$ cat src/rtl/reg_skid_buffer.sv
// Two-entry skid buffer (main M drives Q, skid S absorbs one word); optional delivered-word counter via SKID_CNT_EN.
// Latency: a word written on edge N is on Q with VALID=1 in cycle N+1; one word per cycle sustained.
// Backpressure: RDY registered, low only when both M and S hold words; EN while RDY=0 is ignored.
module reg_skid_buffer #(
    parameter int P = 32
) (
    input  logic         CLK,
    input  logic         RST,
    input  logic         EN,
    input  logic [P-1:0] D,
    output logic         RDY,
    output logic [P-1:0] Q,
    output logic         VALID,
    input  logic         ACK
`ifdef SKID_CNT_EN
    ,
    output logic [15:0]  CNT
`endif
);

    typedef enum logic [1:0] {
        ST_EMPTY = 2'b00,
        ST_ONE   = 2'b01,
        ST_FULL  = 2'b10
    } state_t;

    state_t         state_q;
    logic [P-1:0]   m_q;
    logic [P-1:0]   s_q;
    logic           rdy_q;
    logic           valid_q;
    logic           wr;
    logic           rd;

    assign wr = EN & rdy_q;
    assign rd = ACK & valid_q;

    // RDY and VALID are registered alongside the state so they never glitch.
    always_ff @(posedge CLK) begin
        if (RST) begin
            state_q <= ST_EMPTY;
            m_q     <= '0;
            s_q     <= '0;
            rdy_q   <= 1'b1;
            valid_q <= 1'b0;
        end else begin
            case (state_q)
                ST_EMPTY: begin
                    if (wr) begin
                        m_q     <= D;
                        state_q <= ST_ONE;
                        valid_q <= 1'b1;
                    end
                end
                ST_ONE: begin
                    if (wr && rd) begin
                        m_q <= D;
                    end else if (wr) begin
                        s_q     <= D;
                        state_q <= ST_FULL;
                        rdy_q   <= 1'b0;
                    end else if (rd) begin
                        state_q <= ST_EMPTY;
                        valid_q <= 1'b0;
                    end
                end
                ST_FULL: begin
                    if (rd) begin
                        m_q     <= s_q;
                        state_q <= ST_ONE;
                        rdy_q   <= 1'b1;
                    end
                end
                default: begin
                    state_q <= ST_EMPTY;
                    valid_q <= 1'b0;
                    rdy_q   <= 1'b1;
                end
            endcase
        end
    end

    assign Q     = m_q;
    assign RDY   = rdy_q;
    assign VALID = valid_q;

`ifdef SKID_CNT_EN
    logic [15:0] cnt_q;
    logic [15:0] cnt_d;

    assign cnt_d = cnt_q + 16'd1;

    always_ff @(posedge CLK) begin
        if (RST) begin
            cnt_q <= 16'd0;
        end else if (rd) begin
            cnt_q <= cnt_d;
        end
    end

    assign CNT = cnt_q;
`endif

endmodule
$ cat config.mk
export PLATFORM = sky130hd
export DESIGN_NAME = reg_skid_buffer
export DESIGN_NICKNAME = d
export VERILOG_FILES = /design/src/rtl/reg_skid_buffer.sv
export SDC_FILE = /design/constraint.sdc
export NUM_CORES = 1
export LEC_CHECK = 0
export BUFFER_PORTS_ARGS = -buffer_cell sky130_fd_sc_hd__buf_2
export CAP_MARGIN = 30
export CORE_MARGIN = 2
export CORE_UTILIZATION = 30
export CTS_CLUSTER_SIZE = 40
export DETAILED_ROUTE_END_ITERATION = 12
export GPL_TIMING_DRIVEN = 0
export PLACE_DENSITY = 0.62
export SLEW_MARGIN = 20
export SYNTH_ARGS = -nofsm -noshare
export SYNTH_HDL_FRONTEND = slang
export SYNTH_SLANG_ARGS = --single-unit
export TNS_END_PERCENT = 50
$ cat constraint.sdc
create_clock -name CLK -period 2.3 [get_ports CLK]
set_input_delay 0.345 -clock CLK [delete_from_list [all_inputs] [get_ports CLK]]
set_output_delay 0.345 -clock CLK [all_outputs]
set_load 0.02 [all_outputs]
== Word-level counts from Yosys, hierarchy flattened ==
Cells that the tools add are included.

* Equality and inequality tests: 10
* Multiplexer cells: 19
* Bitwise logic cells: 5
* Reductions and logical operators: 8

{| class="wikitable"
|+ Operators by type and width
! kind !! number
|-
| 32-bit 2-to-1 mux || 3
|-
| 32-bit case mux with 3 select lines || 1
|-
| 2-bit != test, second input constant || 7
|-
| 4-bit AND reduction || 3
|-
| 2-bit 2-to-1 mux || 5
|-
| 1-bit 2-to-1 mux || 7
|-
| 1-bit case mux with 3 select lines || 2
|-
| 2-bit case mux with 3 select lines || 1
|-
| 5-bit AND reduction || 1
|-
| 3-bit != test, second input constant || 1
|-
| 1-bit inverter || 3
|-
| 3-bit AND reduction || 1
|-
| 3-bit nonzero test || 1
|-
| 1-bit bitwise AND || 2
|-
| 2-bit by 1-bit equality test with 1-bit output, second input constant || 1
|-
| 2-bit equality test, second input constant || 1
|-
| 2-bit logical NOT || 1
|-
| 1-bit logical AND || 1
|}

* Flip-flop bits (word level): 68

== Longest topological paths before layout ==
Gate-level depths: netlist of run 1.

* Depth after elaboration: 5
* Depth in mapped cells: 7

== Least setup slack after synthesis of run 1 ==
OpenSTA, ideal clock, no wires.

* Path kind: register to register
* Start point: register rdy_q (netlist: RDY)
* End point: register m_q[0] (netlist: Q[0])
* Arrival: 1.471 ns
* Required time: 2.219 ns
* Path slack: 0.748 ns
* Stages on the path, launching flop included: 6
* Cell sequence: dfxtp_1 > nand4_1 > nor2_1 > clkbuf_1 > nor3_1 > a211oi_2

* Word-level cells in the longest chain between the ends: 4
* Elaborated cells on any way between the ends: 5
* Classes of those cells: eq/ne: 2; bitwise: 1; reduce/logical: 2

{| class="wikitable"
|+ RTL lines
! item !! line !! RTL
|-
| from (decl) || 30 || <nowiki>logic rdy_q;</nowiki>
|-
| from (signal assigned) || 44 || <nowiki>rdy_q <= 1'b1;</nowiki>
|-
| from (signal assigned) || 61 || <nowiki>rdy_q <= 1'b0;</nowiki>
|-
| from (signal assigned) || 71 || <nowiki>rdy_q <= 1'b1;</nowiki>
|-
| 1-bit bitwise AND (*) || 35 || <nowiki>assign wr = EN & rdy_q;</nowiki>
|-
| 1-bit logical AND || 56 || <nowiki>if (wr && rd) begin</nowiki>
|-
| 2-bit != test (no source line) || - ||
|-
| 4-bit AND reduction (no source line) (*) || - ||
|-
| to (signal assigned) || 69 || <nowiki>m_q <= s_q;</nowiki>
|-
| to (decl) || 28 || <nowiki>logic [P-1:0] m_q;</nowiki>
|}

Every way passes the cells marked *; elsewhere a longest branch is shown, timed or not.
A chain may end at the register's enable or synchronous reset.

== Worst setup path after layout of run 1 ==
* Start point: register rdy_q (netlist: RDY)
* End point: register m_q[24] (netlist: Q[24])

The elaborated chain is that of the path after synthesis.

==> run_results.csv, run 1 <==
group,metric,value,unit
cts,ctsRootBufferMaster,"clkbuf_8",
layout,fin_nets,428,
worst_setup_path,worstPathMaxFanout,10,
worst_setup_path,crit_start,"RDY",
routing,drc,0,
status,outcome,"completed",
synthesis,synth_area,2940,µm²
synthesis,synth_async_sr_flop_share,0,%
global_route,grt_max_degree,12,
layout,drive_above_1_share,31.2,%
sta,final.setup.tns,0,ns
synthesis,synth-edff-count,0,
layout,fillCellCount,1001,
sta,tightest_slew,0.717,ns
power_and_ir_drop,peakVddDrop,0.000382,V
sta,slew_viol_final,0,
synthesis,synth_area_per_cell,9.40,µm²
sta,finClkSkew,0.00538,ns
sta,hold_viol,0,
cts,htree_num_levels,3,
synthesis,yosysUniqueCellTypes,25,
cts,post_cts_resized,0,
sta,finalCritPeriodShare,78.3,%
worst_setup_path,ff2ff_path_depth,5,
placed_design,dp_slack,0.465,ns
cts,cts_setup_buffers,0,
sta,hold-worst-slack,0.248,ns
worst_setup_path,crit_end,"Q[24]",
routing,num_vias,2492,
placed_design,portBuffers,68,
global_route,track_usage,14.5,%
cts,clkSlewWorstSetupHoldPaths,0.07,ns
synthesis,synth_seq_cells,68,
worst_setup_path,setup.worst_path.end_class,"register",
layout,area_growth,24.6,%
cts,numCtsBuffers,9,
flow_run,drv_cap,0,
floorplanning,die_w,103,µm
synthesis,synth_cells,313,
synthesis,yosysWarningCount,0,
sta,slew_headroom,52.2,%
placed_design,routabilityCongestion,0.789,
worst_setup_path,worst_setup_path_start_kind,"register",
synthesis,synth_ff_type,"dfxtp_1",
global_route,grt_pass1_vias,2423,
routing,wl_per_cell,13.7,µm
worst_setup_path,reg2reg_slack,0.50,ns
sta,fin_crit,1.80,ns
sta,grt_setup_unrepaired,"false",
worst_setup_path,cp.arrival,2.06,ns
power_and_ir_drop,p_per_area,865,nW/µm²
sta,fmax,0.555,GHz
min_path,hp-class,"primary input to register",
floorplanning,core,9640,µm²
worst_setup_path,timing.rr.start,"RDY",
sta,setup_violations,0,
cts,cts_tree,"done",
sta,setup_ws,0.498,ns
floorplanning,die_area,10600,µm²
layout,insertedDiodeCount,0,
cts,clk_latency,0.34,ns
worst_setup_path,required,2.56,ns
global_route,grt_pass1_wl,11700,µm
floorplanning,die_h,103,µm
routing,avgViaCountPerCell,4.70,
global_route,grt-ovfl-total,0,
routing,drt_iter0_markers,106,
floorplanning,io_pins,70,
power_and_ir_drop,cellLeakagePower,0.00162,µW
synthesis,yosysSeqAreaShare,46.3,%
routing,detail_route.wirelength,7270,µm
global_route,antenna_found_initial,0,
cts,cts_buffer_depth,2,
placed_design,dp_hpwl,5390,µm
routing,firstDrtPassIters,4,
synthesis,syn_nets,349,
cts,clkSinkCount,68,
routing,ant_nets,0,
floorplanning,rows,36,
floorplanning,start_util,30.5,%
cts,cts_hold_buf,0,
worst_setup_path,criticalPathCategory,"register to register",
worst_setup_path,r2r-end,"Q[24]",
[logic make-up (layout without fill, tap and decap cells)]
logic type | count (synthesis) | count (layout) | synth area share [%]
simple gates | 109 | 109 | 16.2
compound gates | 74 | 74 | 21.3
flops | 68 | 68 | 46.3
mux | 32 | 32 | 10.9
buf+inv | 30 | 114 | 5.36
[cell type report]
| cell class | count | area, µm² | area share, % |
|---|---|---|---|
| Timing Repair Buffer | 68 | 340 | 9.28 |
| Inverter | 1 | 3.75 | 0.102 |
| Buffer | 29 | 154 | 4.20 |
| Tap cell | 133 | 166 | 4.54 |
| Clock inverter | 4 | 72.6 | 1.98 |
| Multi-Input combinational cell | 215 | 1420 | 38.8 |
| Clock buffer | 12 | 145 | 3.96 |
| Sequential cell | 68 | 1360 | 37.1 |
[critical path: stages (launching register included)]
cell      delay [ns]
dfxtp_1         0.45
nand4_1         0.15
nor2_1          0.35
clkbuf_1        0.44
nor3_1          0.12
a211oi_2        0.21
[flip-flops by register name (all words and copies together), names as in the netlist]
| register | flops |
|---|---|
| VALID | 1 |
| Q | 32 |
| RDY | 1 |
| state_q | 2 |
| s_q | 32 |
[layer usage]
| layer | track usage [%] | share of wire [%] |
|---|---|---|
| met1 | 17.6 | 43 |
| met2 | 25.0 | 50 |
| met3 | 4.47 | 4.9 |
| met4 | 3.95 | 1.1 |
| met5 | 0 | 0 |
[cell usage after synthesis, types with 2 or more instances]
| library cell | instances | area [µm²] |
|---|---|---|
| nor3_1 | 32 | 160 |
| clkbuf_1 | 18 | 67.6 |
| a21o_1 | 2 | 15.0 |
| a21oi_1 | 35 | 175 |
| nand4_1 | 2 | 12.5 |
| buf_6 | 5 | 56.3 |
| dfxtp_1 | 68 | 1360 |
| mux2i_1 | 32 | 320 |
| a211oi_1 | 2 | 15.0 |
| a211oi_2 | 30 | 375 |
| or2_1 | 2 | 12.5 |
| nand3_1 | 2 | 10.0 |
| buf_2 | 6 | 30.0 |
| nand2_1 | 66 | 248 |
[cell usage in the layout, fill, tap and decap left out]
cell	n
clkinv_2	1
nor3_1	32
o22ai_2	1
clkbuf_8	10
a211oi_1	2
nor2b_1	1
nand4_1	2
clkbuf_1	20
nor2_1	1
or2_1	2
nand2_1	66
dfxtp_1	68
clkinvlp_4	1
buf_6	5
nand2b_1	1
and4_1	1
a31oi_1	1
nand3_1	2
o21ba_1	1
mux2i_1	32
a211oi_2	30
nand3b_1	1
inv_1	1
a221oi_1	1
a21oi_1	35
buf_2	74
a21o_1	2
a211o_1	1
bufinv_16	2
[where the power goes]
group | internal, µW | leakage (µW) | switching, µW
sequential | 1300 | 0.000558 | 70.9
clock | 639 | 0.000107 | 429
combinational | 288 | 0.000951 | 446
total | 2220 | 0.00162 | 946
[worst min path at each step]
stage,slack (ns),cells past startpoint,endpoint,from
after floorplan,0.44,2,s_q[0],s_q[0]
after global placement,0.44,2,s_q[12],s_q[12]
after detailed placement,0.45,2,s_q[13],s_q[13]
final,0.25,3,s_q[31],D[31]
after CTS,0.23,3,s_q[30],D[30]
after global routing,0.23,3,s_q[13],D[13]
[per-stage QoR]
stage | instance area (µm²) | utilization [%] | cells | power [µW]
detailed placement | 3450 | 35.8 | 514 | 2140
global placement | 3450 | 35.8 | 514 | 2120
CTS | 3670 | 38.0 | 530 | 3220
floorplan | 2940 | - | 313 | 1910
global route | 3670 | 38.0 | 530 | 3340
finish | 3670 | 38.0 | 530 | 3170
(Power assumes the default switching activity.)
==> run 2, diff against run 1 <==
--- a/config.mk
+++ b/config.mk
@@ -5,6 +5,7 @@
 export SDC_FILE = /design/constraint.sdc
 export NUM_CORES = 1
 export LEC_CHECK = 0
+export ABC_AREA = 1
 export BUFFER_PORTS_ARGS = -buffer_cell sky130_fd_sc_hd__buf_2
 export CAP_MARGIN = 30
 export CORE_MARGIN = 2
==> constraint.sdc (replaced) <==
create_clock -name CLK -period 1.74 [get_ports CLK]
set_input_delay 0.261 -clock CLK [delete_from_list [all_inputs] [get_ports CLK]]
set_output_delay 0.261 -clock CLK [all_outputs]
set_load 0.02 [all_outputs]
==> run_results.csv, run 2 <==
group,metric,value,unit
status,outcome,"completed",
synthesis,synth_async_sr_flop_share,0,%
synthesis,yosysUniqueCellTypes,17,
flow_run,drv_cap,0,
cts,htree_num_levels,3,
worst_setup_path,crit_buf_inv,2,
cts,cts_buffer_depth,2,
cts,ctsRootBufferMaster,"clkbuf_8",
floorplanning,die_h,105,µm
global_route,antenna_found_initial,0,
power_and_ir_drop,power,4260,µW
sta,final.setup.tns,0,ns
synthesis,synth_area_per_cell,6.83,µm²
placed_design,routabilityCongestion,0.751,
global_route,grt_max_degree,13,
routing,firstDrtPassIters,4,
layout,drive_above_1_share,21.3,%
routing,drt_iter0_markers,79,
routing,ant_nets,0,
worst_setup_path,reg2reg_slack,0.35,ns
layout,insertedDiodeCount,0,
sta,slew_viol_final,0,
worst_setup_path,cp_common_cell,"nor2_1",
floorplanning,die_w,105,µm
sta,grt_setup_unrepaired,"false",
global_route,track_usage,14.6,%
routing,wl_per_cell,11.3,µm
floorplanning,rows,36,
cts,post_cts_resized,0,
worst_setup_path,cp_cell_sequence,"inv_2 > nand2_2 > clkbuf_1 > o21ai_0 > nor2_1 > nor2_1",
layout,final_cell_mix,"102 x nand2_1, 77 x buf_2, 68 x dfxtp_1",
sta,hold_viol,0,
sta,finClkSkew,0.00778,ns
synthesis,synth_cells,445,
routing,num_vias,2829,
worst_setup_path,setup.worst_path.end_class,"register",
power_and_ir_drop,p_per_area,1140,nW/µm²
cts,numCtsBuffers,9,
worst_setup_path,cpPeakStageDelay,0.40,ns
global_route,grt-ovfl-total,0,
global_route,grt_pass1_wl,13000,µm
power_and_ir_drop,cellLeakagePower,0.00181,µW
synthesis,synth_top_cell_area_share,44.8,%
layout,area_growth,22.7,%
layout,final_common_cell,"nand2_1",
routing,drc,0,
floorplanning,core,9820,µm²
sta,setup_ws,0.345,ns
sta,setup_violations,0,
worst_setup_path,cp.arrival,1.63,ns
sta,fmax,0.717,GHz
synthesis,synth_ff_type,"dfxtp_1",
cts,clkSlewWorstSetupHoldPaths,0.07,ns
cts,cts_tree,"done",
power_and_ir_drop,peakVddDrop,0.000504,V
sta,tightest_slew,0.519,ns
worst_setup_path,worst_setup_path_start_kind,"register",
placed_design,dp_hpwl,5430,µm
routing,detail_route.wirelength,7470,µm
min_path,hp-class,"primary input to register",
synthesis,yosysWarningCount,0,
cts,cts_setup_buffers,0,
placed_design,portBuffers,69,
cts,cts_hold_buf,0,
floorplanning,start_util,31.0,%
worst_setup_path,worstPathMaxFanout,10,
layout,fin_nets,561,
floorplanning,io_pins,70,
synthesis,synth.most_common_cell,"nand2_1",
synthesis,yosys-top-cells-count,"102 x nand2_1, 68 x dfxtp_1, 67 x inv_1, 67 x nor2_1, 42 x o21ai_0",
synthesis,syn_nets,481,
placed_design,dp_slack,0.239,ns
sta,finalCritPeriodShare,80.1,%
synthesis,synth_seq_cells,68,
worst_setup_path,required,1.97,ns
sta,fin_crit,1.39,ns
worst_setup_path,path_delay_family,"buffers and inverters",
routing,avgViaCountPerCell,4.27,
synthesis,yosysSeqAreaShare,44.8,%
cts,clk_latency,0.34,ns
sta,slew_headroom,65.4,%
layout,fillCellCount,1127,
synthesis,yosysTopAreaCell,"dfxtp_1",
cts,clkSinkCount,68,
synthesis,synth_area,3040,µm²
global_route,grt_pass1_vias,2743,
worst_setup_path,slowest_stage,"dfxtp_1",
synthesis,ys_top_cells_by_area,"dfxtp_1 45%, nand2_1 13%, inv_1 8.3%",
floorplanning,die_area,11000,µm²
synthesis,synth-edff-count,0,
worst_setup_path,criticalPathCategory,"register to register",
run 2: cell count changes after synthesis, moves of 4 or more:
cell      before  now
a211oi_2      30    0
nor2_1         1   67
o21ai_2        0    4
inv_1          1   67
mux2i_1       32    0
buf_6          5   11
o21ai_1        0   24
nand2_1       66  102
nor3_1        32    0
clkbuf_1      18    8
o21ai_0        0   42
run 2: final cells by class:
cell class / instances / area (µm²) / share of cell area [%]
clock buffer: 10 / 138 / 3.69
inverter: 68 / 255 / 6.85
clock inverter: 6 / 40.0 / 1.07
tap: 133 / 166 / 4.46
sequential: 68 / 1360 / 36.5
timing repair buffer: 69 / 345 / 9.26
buffer: 27 / 194 / 5.20
multi-input combinational: 282 / 1230 / 33.0
run 2: routing by layer:
metal | GRT usage (%) | vias up | share of wire (%)
li1 | - | 1516 | -
met4 | 2.57 | 0 | 0.68
met2 | 24.6 | 68 | 45
met3 | 4.49 | 4 | 5.5
met1 | 18.5 | 1241 | 48
met5 | 0 | - | 0
run 2: cell families (layout without fill, tap and decap cells):
group	after synthesis	after routing	synth area share (%)
compound gates	105	105	17.8
buf+inv	95	180	14.8
simple gates	177	177	22.6
flops	68	68	44.8
run 2: power breakdown:
group          total, µW  internal, µW  leakage [µW]  switching, µW
sequential          1880          1780      0.000559           93.4
clock               1160           550     0.0000803            611
combinational       1220           433       0.00117            790
run 2: final timing paths:
kind	start	endpoint	depth (start not counted)
max reg2reg	state_q[0]	Q[17]	6
max	state_q[0]	Q[17]	6
min reg2reg	s_q[16]	s_q[16]	2
min	RST	state_q[1]	2
run 2: through the flow:
step | hold WS, ns | utilization, % | instances | instance area (µm²)
2_1_floorplan | 0.330 | - | 445 | 3040
3_3_place_gp | 0.436 | 36.2 | 647 | 3550
3_5_place_dp | 0.441 | 36.2 | 647 | 3550
4_1_cts | 0.111 | 38.0 | 663 | 3730
5_1_grt | 0.127 | 38.0 | 663 | 3730
6_report | 0.127 | 38.0 | 663 | 3730
run 2: worst reg2reg max path: cells and delay by family (launching register included):
kind	cells	cell delay, ns
buf+inv	2	0.43
flops	1	0.40
simple gates	3	0.31
compound gates	1	0.15
